File: src/rtl/fwd_pkg.sv
// Shared definitions for the EX-stage operand forwarding controller:
// mux select encodings, the per-stage destination tag bundle and the select decode.
package fwd_pkg;

  localparam int TAG_ADDR_W = 4;

  localparam logic [1:0] SEL_RF    = 2'b00;
  localparam logic [1:0] SEL_EXMEM = 2'b01;
  localparam logic [1:0] SEL_MEMWB = 2'b10;

  localparam logic [TAG_ADDR_W-1:0] REG_ZERO = '0;

  typedef struct packed {
    logic [TAG_ADDR_W-1:0] rd;
    logic                  wr_en;
    logic                  is_load;
  } stage_tag_t;

  localparam stage_tag_t TAG_BUBBLE = '0;

  // The MEM stage holds the youngest in-flight result, so it is checked first.
  function automatic logic [1:0] fwd_select(
    input logic [TAG_ADDR_W-1:0] src,
    input logic [TAG_ADDR_W-1:0] mem_rd,
    input logic                  mem_wr_en,
    input logic [TAG_ADDR_W-1:0] wb_rd,
    input logic                  wb_wr_en
  );
    logic [1:0] sel;
    sel = SEL_RF;
    if (mem_wr_en && (mem_rd != REG_ZERO) && (mem_rd == src)) begin
      sel = SEL_EXMEM;
    end else if (wb_wr_en && (wb_rd != REG_ZERO) && (wb_rd == src)) begin
      sel = SEL_MEMWB;
    end
    return sel;
  endfunction

endpackage

File: src/rtl/fwd_stage_reg.sv
// One pipeline destination-tag register: async clear, hold has priority over
// bubble insertion, otherwise captures the upstream tag.
module fwd_stage_reg
  import fwd_pkg::*;
(
  input  logic       clk,
  input  logic       rst_n,
  input  logic       hold,
  input  logic       bubble,
  input  stage_tag_t d,
  output stage_tag_t q
);

  always_ff @(posedge clk or negedge rst_n) begin
    if (!rst_n) begin
      q <= TAG_BUBBLE;
    end else if (hold) begin
      q <= q;
    end else if (bubble) begin
      q <= TAG_BUBBLE;
    end else begin
      q <= d;
    end
  end

endmodule

File: src/rtl/fwd_sel_unit.sv
// EX-stage operand forwarding controller: tracks EX/MEM/WB destination tags,
// drives the A/B operand mux selects and the load-use stall request to ID.
module fwd_sel_unit
  import fwd_pkg::*;
#(
  parameter int REG_ADDR_W = TAG_ADDR_W
) (
  input  logic                  clk,
  input  logic                  rst_n,
  input  logic                  stall,
  input  logic                  flush,
  input  logic [REG_ADDR_W-1:0] id_rs,
  input  logic [REG_ADDR_W-1:0] id_rt,
  input  logic [REG_ADDR_W-1:0] id_rd,
  input  logic                  id_wr_en,
  input  logic                  id_is_load,
  output logic [1:0]            sel_a,
  output logic [1:0]            sel_b,
  output logic                  load_stall
);

  stage_tag_t            id_tag;
  stage_tag_t            ex_tag;
  stage_tag_t            mem_tag;
  stage_tag_t            wb_tag;
  logic [REG_ADDR_W-1:0] ex_rs;
  logic [REG_ADDR_W-1:0] ex_rt;
  logic                  hold;
  logic                  ex_bubble;
  logic                  wb_unused;

  // Flush squashes EX even during a global stall; downstream still advances.
  assign hold      = stall && !flush;
  assign ex_bubble = flush || load_stall;

  assign id_tag = '{rd: id_rd, wr_en: id_wr_en, is_load: id_is_load};

  fwd_stage_reg u_ex_reg (
    .clk    (clk),
    .rst_n  (rst_n),
    .hold   (hold),
    .bubble (ex_bubble),
    .d      (id_tag),
    .q      (ex_tag)
  );

  fwd_stage_reg u_mem_reg (
    .clk    (clk),
    .rst_n  (rst_n),
    .hold   (hold),
    .bubble (1'b0),
    .d      (ex_tag),
    .q      (mem_tag)
  );

  fwd_stage_reg u_wb_reg (
    .clk    (clk),
    .rst_n  (rst_n),
    .hold   (hold),
    .bubble (1'b0),
    .d      (mem_tag),
    .q      (wb_tag)
  );

  // Load status is irrelevant once the result reaches WB.
  assign wb_unused = wb_tag.is_load;

  always_ff @(posedge clk or negedge rst_n) begin
    if (!rst_n) begin
      ex_rs <= '0;
      ex_rt <= '0;
    end else if (hold) begin
      ex_rs <= ex_rs;
      ex_rt <= ex_rt;
    end else if (ex_bubble) begin
      ex_rs <= '0;
      ex_rt <= '0;
    end else begin
      ex_rs <= id_rs;
      ex_rt <= id_rt;
    end
  end

  assign sel_a = fwd_select(ex_rs, mem_tag.rd, mem_tag.wr_en, wb_tag.rd, wb_tag.wr_en);
  assign sel_b = fwd_select(ex_rt, mem_tag.rd, mem_tag.wr_en, wb_tag.rd, wb_tag.wr_en);

  // A load result is only available from MEM/WB, so its consumer waits one cycle.
  assign load_stall = !flush && ex_tag.is_load && ex_tag.wr_en &&
                      (ex_tag.rd != REG_ZERO) &&
                      ((ex_tag.rd == id_rs) || (ex_tag.rd == id_rt));

endmodule

File: config.mk
export PLATFORM = sky130hd
export DESIGN_NAME = fwd_sel_unit
export DESIGN_NICKNAME = d
export VERILOG_FILES = /design/src/rtl/fwd_pkg.sv /design/src/rtl/fwd_stage_reg.sv /design/src/rtl/fwd_sel_unit.sv
export SDC_FILE = /design/constraint.sdc
export NUM_CORES = 1
export LEC_CHECK = 0
export CAP_MARGIN = 20
export CORE_UTILIZATION = 54
export DETAILED_ROUTE_END_ITERATION = 16
export PLACE_DENSITY = 0.82
export SETUP_SLACK_MARGIN = 0.2
export SLEW_MARGIN = 20
export SYNTH_ARGS = -nofsm -noshare
export SYNTH_HDL_FRONTEND = slang
export SYNTH_SLANG_ARGS = --single-unit
File: constraint.sdc
create_clock -name clk -period 3.2 [get_ports clk]
set_clock_uncertainty 0.05 [all_clocks]
set_input_delay 0.64 -clock clk [delete_from_list [all_inputs] [get_ports clk]]
set_output_delay 0.64 -clock clk [all_outputs]
set_load 0.02 [all_outputs]
== Word level (Yosys, flattened, before mapping) ==
Cells that the tools add are included.
Word-level totals
  memory bits (read-only): 0
  output and inout port bits: 5
  logic and storage cells: 39
  latch bits: 0
  bits in writable memories: 0
  bits in registers: 24
  memories: 0
Cells by class
  add/subtract/negate cells: 0
  equal/unequal tests: 6
  multiply operators: 0
  shifts and indexed selects: 0
  bitwise gates (word level): 0
  muxes and demuxes: 7
  div/mod/pow operators: 0
  reduce and logical (&&, ||, !) cells: 17
  magnitude comparators: 0
Operators by type and width (count)
  $eq A4 B4 Y1: 6
  $reduce_bool A4 Y1: 3
  $logic_and A1 B1 Y1: 11
  $mux W2: 4
  $mux W4: 2
  $mux W6: 1
  $logic_or A1 B1 Y1: 2
  $logic_not A1 Y1: 1

== Depth between registers and ports, before layout ==
Gate-level depths: netlist (run 1).
  depth in word-level cells: 7
  gate-level depth with buffers: 5

== Cells and area by module ==
From an unflattened synthesis (run 1), not the netlist that was laid out.
Unflattened totals
  cell total of the unflattened synthesis: 158
  area total of the unflattened synthesis: 1532.7 um2
By module, submodules not included
  fwd_sel_unit: cells an instance 86, seq. area each 200.2 um2, times used 1, area each 785.8 um2
  fwd_stage_reg: cells an instance 24, seq. area each 150.1 um2, times used 3, area each 249.0 um2

== Least setup slack after synthesis (run 1) ==
No wires, ideal clock.
  path kind: in2out
  from: in id_rt[2]
  to: out load_stall
  data required time: 2.510 ns
  arrival: 1.590 ns
  slack: 0.920 ns
  stages on the path: 4
  path through: xnor2_1 -> nand4_1 -> clkbuf_1 -> a21oi_1
Between the ends
  longest elaborated chain between the ends: 3
Ends and longest elaborated chain
  start: declaration: RTL line fwd_sel_unit.sv:13  | input logic [REG_ADDR_W-1:0] id_rt,
  $eq A4 B4 Y1: RTL line fwd_sel_unit.sv:90  | ((ex_tag.rd == id_rs) || (ex_tag.rd == id_rt));
  $logic_or A1 B1 Y1: RTL line fwd_sel_unit.sv:90
  $logic_and A1 B1 Y1: RTL line fwd_sel_unit.sv:89  | (ex_tag.rd != REG_ZERO) &&
  end: declaration: RTL line fwd_sel_unit.sv:19  | output logic load_stall
Every way passes these cells.

== Worst setup path in the final report (run 1) ==
  from: in id_rs[2]
  to: out load_stall
Between the ends
  longest elaborated chain between the ends: 3
Ends and longest elaborated chain
  start: declaration: RTL line fwd_sel_unit.sv:12  | input logic [REG_ADDR_W-1:0] id_rs,
  $eq A4 B4 Y1: RTL line fwd_sel_unit.sv:90
  $logic_or A1 B1 Y1: RTL line fwd_sel_unit.sv:90
  $logic_and A1 B1 Y1: RTL line fwd_sel_unit.sv:89
Every way passes these cells.

==> impl_metrics.toml, run 1 <==
[worst_setup_path]
arrival_ns = 2.20
cp.required_ns = 2.51
path_max_fanout = 2
start_kind = "input port"
r2r-end = "u_ex_reg.q[1]"
critical_path.endpoint = "load_stall"
critical_path_class = "input port to output port"
rrSetupSlack_ns = 1.53
reg2regPathDepth = 5
reg2reg_from = "u_ex_reg.q[2]"
critPathCaptureType = "output port"
startpoint = "id_rs[2]"

[synthesis]
synth_area_leader_cell = "dfrtp_1"
async_flop_share_pct = 100
ys_warn_count = 0
synth.avg_cell_area_um2 = 10.3
yosysUniqueCellTypes = 20
synth_top_cells_by_count = "24 x dfrtp_1, 24 x xnor2_1, 14 x nand2_1, 14 x nand3_1, 14 x nor3b_1"
synthMuxAreaShare_pct = 7.83
synth_edf_count = 0
synthFlopType = "dfrtp_1"
yosys.area_share.simple_pct = 22.4
netlist.area_leader.share_pct = 41.8
synth_area_leaders = "dfrtp_1 42%, xnor2_1 15%, mux2_2 7.8%, nor3b_1 7.3%, a32oi_1 7.3%"
netlist_area_mm2 = 0.00144
synthAdderAreaFrac_pct = 0
synth_xor_area_share_pct = 14.6
synth.net_count = 158
ys_ff_latch = 24
synth_compound_area_share_pct = 9.92
postSynthCellCount = 140
synth-seq-area-share_pct = 41.8
synth_top_family_by_area = "simple AND/OR/NAND/NOR gates"

[drt]
wl_um = 3200
wire_per_inst_um = 16.5
drt_iter0_markers = 34
drtAntennaViolNets = 0
firstDrtPassIters = 4
vias = 1216
drc = 0
routed_via_density = 6.27

[status]
status = "complete, no violations"

[global_routing]
grt_max_degree = 28
antenna_found_initial = 0
grt_overflow_total = 0
grt_use_total_pct = 24.6
grt_pass1_wl_um = 5110
grt_pass1_vias = 1151

[job]
maxCapViolCount = 0

[timing]
rsz0062_at_grt = "false"
finalCritPeriodShare_pct = 90.3
setup_viol = 0
period_minus_slack_ns = 2.89
tightest_slew_ns = 0.434
fmax_mhz = 346
setup_tns_ns = 0
drv_slew = 0
slew_headroom_pct = 70.7
timing.hold.ws_ns = 0.494
hold_viol = 0

[final_layout]
fin_util_pct = 69.6
sequential_cell_area_um2 = 601
diodes = 0
multi_input_area_um2 = 795
n_fill_cell = 202
drive_gt1_share_pct = 14.6
fin_cells = 194
final_nets = 184
area_growth_pct = 21.0

[floorplan]
die_h_um = 53.6
io_pins = 23
rows = 18
dieArea_mm2 = 0.00287
start_util_pct = 57.5
core_mm2 = 0.00250
die_w_um = 53.6

[cts]
path_clk_slew_ns = 0.11
numCtsBuffers = 3
cts.htree.levels = 1
ctsHoldBuffers = 0
clk_latency_ns = 0.31
cts_tree = "done"
clk_path_buf_depth = 2
cts_sinks = 24
cts-root-buf = "clkbuf_4"
cts_setup_buffers = 0

[place]
gp_congestion = 0.799
dp_hpwl_um = 2370
portBuffers = 22
placedCellCount = 191

[hold_path]
min_path_type = "flop to flop"
min_from = "u_wb_reg.q[1]"

[pwr]
ir_worst_vdd_uv = 299
leakagePower_nw = 0.682
p_per_area_mw_per_mm2 = 419
p_total_uw = 729
cells in the final DEF, fill, tap and decap left out, drive strengths merged:
master | Yosys | final
mux2 | 10 | 10
nand2 | 14 | 14
inv | 1 | 1
a32oi | 12 | 12
nor2 | 2 | 2
or4 | 1 | 1
dfrtp | 24 | 24
o41ai | 2 | 2
clkbuf | 4 | 3
a22oi | 2 | 2
a21oi | 1 | 1
nand3 | 14 | 14
nand4 | 7 | 7
nor3 | 2 | 2
buf | 5 | 8
xnor2 | 24 | 24
nor3b | 14 | 14
clkdlybuf4s50 | 0 | 22
nor2b | 1 | 1
flip-flops by register name, indices dropped and copies added (netlist names):
register and count:
u_mem_reg.q 5, u_ex_reg.q 6, ex_rs 4, ex_rt 4, u_wb_reg.q 5
kinds of logic (layout without fill, tap and decap cells):
family	Yosys count	count (layout)
simple gates	55	55
xor+xnor	24	24
flops	24	24
compound gates	17	17
mux	10	10
buf+inv	10	34
routing by layer:
metal	GRT usage, %	part of all wire (%)
met5	0	0
met4	9.65	1.5
met3	2.54	4.4
met2	41.7	50
met1	32.1	44
how the worst min path moves through the flow:
stage / to / slack, ns / depth (start not counted)
floorplan: ex_rs[0] / 0.29 / 0
global placement: u_wb_reg.q[1] / 0.45 / 1
detailed placement: u_wb_reg.q[1] / 0.47 / 1
CTS: u_wb_reg.q[1] / 0.50 / 1
global route: u_wb_reg.q[1] / 0.52 / 1
finish: u_wb_reg.q[1] / 0.49 / 1
power breakdown:
part	switching (mW)	internal [mW]
combinational	0.0853	0.117
clock	0.0840	0.0440
sequential	0.0582	0.340
timing repair:
action                     in CTS  in global routing
setup endpoints to repair       0                  2
resized for setup               0                  1
hold endpoints to repair        0                  0
through the flow:
step / setup WS [ns] / area [um2]
2_1_floorplan: 0.920 / 1440
3_3_place_gp: 0.343 / 1710
3_5_place_dp: 0.311 / 1710
4_1_cts: 0.288 / 1730
5_1_grt: 0.256 / 1740
6_report: 0.312 / 1740
layout make-up:
cell class                 count  area share (%)
tap                           30            2.16
timing repair buffer          30            16.1
sequential                    24            34.5
inverter                       1           0.216
clock buffer                   3            1.29
multi-input combinational    106            45.7
critical path, stage by stage:
cell	delay, ns
clkdlybuf4s50_1	0.50
xnor2_1	0.13
nand4_1	0.16
a21oi_1	0.16
clkdlybuf4s50_1	0.62
Note: power is estimated with default switching activity, not from simulation.
==> run 2: changes to the inputs <==
DONT_BUFFER_PORTS = 1   (was default)
MAX_ROUTING_LAYER = met4   (was default)
PLACE_DENSITY = 0.71   (was 0.82)
==> run 2 against run 1 <==
Count of clock-buffer cells in the layout stayed put. Combinational power is 19% lower. Wire length shrank 7.8%. Fmax is 5.2% higher. Critical endpoint is now sel_b[1]. Via count down 9.7%. Largest power group unchanged. Critical path depth fell by 2. Register-to-register slack better by 0.08 ns. Die area unchanged.
==> impl_metrics.toml, run 2 (synthesis gave the netlist of run 1 again) <==
[global_routing]
antenna_found_initial = 0
grt_pass1_wl_um = 4620
grt_max_degree = 28
grt_use_total_pct = 23.4
grt_overflow_total = 0
grt_pass1_vias = 995

[hold_path]
min_path_type = "input port to async pin"

[timing]
drv_slew = 0
setup_tns_ns = 0
hold_viol = 0
setup_viol = 0
finalCritPeriodShare_pct = 85.8
tightest_slew_ns = 0.628
rsz0062_at_grt = "false"
period_minus_slack_ns = 2.74
slew_headroom_pct = 57.8
fmax_mhz = 364

[final_layout]
area_growth_pct = 4.96
fin_cells = 169
reg_top3 = "u_ex_reg.q x6, u_mem_reg.q x5, u_wb_reg.q x5"
n_fill_cell = 206
layout_common_cells = "24 x xnor2_1, 24 x dfrtp_1, 14 x nor3b_1, 14 x nand3_1, 14 x nand2_1"
final_area_mm2 = 0.00151
final_nets = 158
diodes = 0
sequential_cell_area_um2 = 601
drive_gt1_share_pct = 14.4
largest_reg_flops = 6
multi_input_area_um2 = 787
regMostFlops = "u_ex_reg.q"

[drt]
drtAntennaViolNets = 0
wire_per_inst_um = 17.4
drc = 0
firstDrtPassIters = 4
drt_iter0_markers = 31
vias = 1098
routed_via_density = 6.50
wl_um = 2950

[worst_setup_path]
cp_slowest_stage_delay_ns = 0.58
worst_path_max_delay_cell = "nor3_1"
path_cells = "o41ai_1 > nor2_1 > nor3_1"
start_kind = "flop"
cp.required_ns = 2.51
critPathCaptureType = "output port"
path_max_fanout = 5
arrival_ns = 2.05
critical_path_class = "flop to output port"

[cts]
numCtsBuffers = 3
cts-root-buf = "clkbuf_4"
cts_tree = "done"
clk_path_buf_depth = 2
path_clk_slew_ns = 0.13
clk_latency_ns = 0.31
cts_sinks = 24
cts.htree.levels = 1

[status]
status = "complete, no violations"

[floorplan]
io_pins = 23
die_w_um = 53.6
die_h_um = 53.6
dieArea_mm2 = 0.00287
rows = 18
core_mm2 = 0.00250
start_util_pct = 57.5

[place]
dp_hpwl_um = 2150
portBuffers = 0
placedCellCount = 164
placement.cell_area_mm2 = 0.00145
gp_congestion = 0.712

[pwr]
leakagePower_nw = 0.589
p_per_area_mw_per_mm2 = 511
ir_worst_vdd_uv = 283

[job]
maxCapViolCount = 0
## run 2: cell types whose count changed in the layout (fill, tap and decap cells not counted), sizes merged
cell,change
clkdlybuf4s50,-22
buf,-4
bufinv,+1
## run 2: final timing paths
| check | startpoint | to | slack (ns) | cells after the start |
|---|---|---|---|---|
| min reg2reg | u_wb_reg.q[1] | u_wb_reg.q[1] | 0.51 | 1 |
| max | u_mem_reg.q[2] | sel_b[1] | 0.46 | 3 |
| min | rst_n | u_mem_reg.q[2] | 0.24 | 1 |
| min in group clk | stall | u_ex_reg.q[5] | 0.45 | 2 |
| max reg2reg | u_ex_reg.q[2] | u_ex_reg.q[1] | 1.61 | 4 |
| max in group asynchronous | rst_n | u_mem_reg.q[1] | 2.49 | 1 |
## run 2: through the flow
stage                     power, mW  worst slack (ns)  hold WS [ns]  util, %
after floorplan               0.527             0.920         0.294        -
after global placement        0.553             0.822         0.295     58.1
after CTS                     0.775             0.438         0.440     60.6
after global routing          0.812             0.332         0.247     60.4
after detailed placement      0.558             0.823         0.295     58.1
final                         0.771             0.455         0.237     60.4
## run 2: final cells by class
class / count / share of cell area (%)
Timing Repair Buffer: 4 / 1.82
Inverter: 1 / 0.249
Tap cell: 30 / 2.49
Clock inverter: 1 / 1.99
Clock buffer: 3 / 1.49
Sequential cell: 24 / 39.8
Multi-Input combinational cell: 106 / 52.2
## run 2: routing by layer
metal | global-route usage (%) | routed length, um | share of wire (%)
met1 | 31.4 | 1260 | 43
met2 | 36.5 | 1420 | 48
met3 | 3.67 | 230 | 7.8
met4 | 7.02 | 31 | 1.1
met5 | - | 0 | 0
## run 2: critical path: cells and delay by family (launching register included)
family,cells,cell delay (ns)
AOI/OAI and AO/OA,1,0.47
DFF,1,0.45
and+or+nand+nor,2,0.81
## run 2: power by group
group          switching (mW)  leakage (nW)  total [mW]  internal [mW]
clock network          0.0858        0.0279       0.212          0.127
logic                  0.0734         0.254       0.163         0.0899
registers              0.0548         0.307       0.395          0.340
total                   0.214         0.589       0.771          0.557
## run 2: timing repair
item                                   in CTS  in global routing
endpoints found under the hold margin      24                  0
hold buffers                                1                  0
resized for setup                           0                  0
setup buffers                               0                  0
==> run 3: changes to the inputs <==
SLEW_MARGIN = default   (was 20)
==> run 3 against run 2 <==
Utilization is 1.3 points higher. Sequential share of layout area is 0.84 points lower. Critical path depth stayed put. Via count is 2.0% higher. Global-route usage stayed put. Critical endpoint unchanged. Largest cell class unchanged.
==> impl_metrics.toml, run 3 (synthesis gave the netlist of run 1 again) <==
[worst_setup_path]
cp_slowest_stage_delay_ns = 0.58
cp.required_ns = 2.51
path_cells = "o41ai_1 > nor2_1 > nor3_1"
critPathCaptureType = "output port"
start_kind = "flop"
reg2regPathDepth = 4
worst_path_max_delay_cell = "nor3_1"
critical_path_class = "flop to output port"
path_max_fanout = 5
arrival_ns = 2.05

[timing]
tightest_slew_ns = 0.626
rsz0062_at_grt = "false"
hold_viol = 0
slew_headroom_pct = 58.0
fmax_mhz = 365
drv_slew = 0
setup_tns_ns = 0
period_minus_slack_ns = 2.74
finalCritPeriodShare_pct = 85.7
worst_slack_ns = 0.459
setup_viol = 0

[floorplan]
dieArea_mm2 = 0.00287
core_mm2 = 0.00250
io_pins = 23
die_h_um = 53.6
rows = 18
die_w_um = 53.6
start_util_pct = 57.5

[final_layout]
regMostFlops = "u_ex_reg.q"
fin_cells = 170
final_area_mm2 = 0.00154
reg_top3 = "u_ex_reg.q x6, u_mem_reg.q x5, u_wb_reg.q x5"
layout_common_cells = "24 x xnor2_1, 24 x dfrtp_1, 14 x nor3b_1, 14 x nand3_1, 14 x nand2_1"
final_nets = 159
drive_gt1_share_pct = 14.3
area_growth_pct = 7.22
largest_reg_flops = 6
diodes = 0
fin_util_pct = 61.7

[place]
dp_hpwl_um = 2150
dp_slack_ns = 0.823
portBuffers = 0
placement.cell_area_mm2 = 0.00145
gp_congestion = 0.712
placedCellCount = 164

[pwr]
p_per_area_mw_per_mm2 = 504
ir_worst_vdd_uv = 288
leakagePower_nw = 0.602

[cts]
clk_latency_ns = 0.31
path_clk_slew_ns = 0.13
numCtsBuffers = 3
cts-root-buf = "clkbuf_4"
cts.htree.levels = 1
cts_tree = "done"
clk_path_buf_depth = 2
cts_setup_buffers = 0
cts_sinks = 24

[global_routing]
grt_use_total_pct = 23.4
grt_max_degree = 28
grt_pass1_wl_um = 4620
antenna_found_initial = 0
grt_overflow_total = 0
grt_pass1_vias = 995

[hold_path]
min_path_type = "input port to flop"
hold_depth = 3

[drt]
drc = 0
drtAntennaViolNets = 0
vias = 1120
firstDrtPassIters = 4
drt_iter0_markers = 26
wire_per_inst_um = 17.8
wl_um = 3020
routed_via_density = 6.59

[status]
status = "complete, no violations"

[job]
maxCapViolCount = 0
run 3: cell count changes in the layout (fill, tap and decap cells not counted):
cell | previous run | this run
buf_2 | 1 | 0
dlygate4sd3_1 | 0 | 1
buf_16 | 0 | 1
run 3: final timing paths:
check | startpoint | end | slack [ns]
worst max register to register | u_ex_reg.q[2] | u_ex_reg.q[1] | 1.61
worst min register to register | u_wb_reg.q[1] | u_wb_reg.q[1] | 0.51
worst min-delay path | flush | u_ex_reg.q[5] | 0.45
max in group asynchronous | rst_n | u_mem_reg.q[1] | 2.13
min in group asynchronous | rst_n | u_mem_reg.q[2] | 0.57
worst max-delay path | u_mem_reg.q[2] | sel_b[1] | 0.46
run 3: worst max-delay path: cells and delay by family, from the launching register on:
| kind | cells | cell delay [ns] |
|---|---|---|
| compound gates | 1 | 0.47 |
| flops | 1 | 0.46 |
| simple gates | 2 | 0.81 |
run 3: repair_timing:
action,4_1_cts,5_1_grt
setup endpoints to repair,0,0
hold buffers,1,0
resized for setup,0,0
endpoints found under the hold margin,24,0
run 3: final cells by class:
type,instances,area [um2]
Fill cell,203,958
Clock inverter,1,30.0
Tap cell,30,37.5
Timing Repair Buffer,5,60.1
Clock buffer,3,22.5
Inverter,1,3.75
Sequential cell,24,601
Multi-Input combinational cell,106,787
run 3: where the power goes:
part | internal, mW | switching, mW | leakage [nW] | total (mW)
clock network | 0.127 | 0.0863 | 0.0279 | 0.213
logic | 0.0937 | 0.0745 | 0.267 | 0.168
registers | 0.340 | 0.0557 | 0.307 | 0.396
total | 0.561 | 0.217 | 0.602 | 0.777
run 3: stage by stage:
step	hold WS (ns)	total power, mW
after floorplan	0.294	0.527
after global placement	0.295	0.553
after detailed placement	0.295	0.558
after CTS	0.440	0.775
after global routing	0.435	0.818
final	0.450	0.777
run 3: layer usage:
| layer | up-vias | GRT usage [%] | wire (um) |
|---|---|---|---|
| li1 | 523 | - | - |
| met1 | 555 | 31.4 | 1290 |
| met2 | 38 | 36.5 | 1500 |
| met3 | 4 | 3.67 | 198 |
| met4 | 0 | 7.02 | 31 |
| met5 | - | - | 0 |
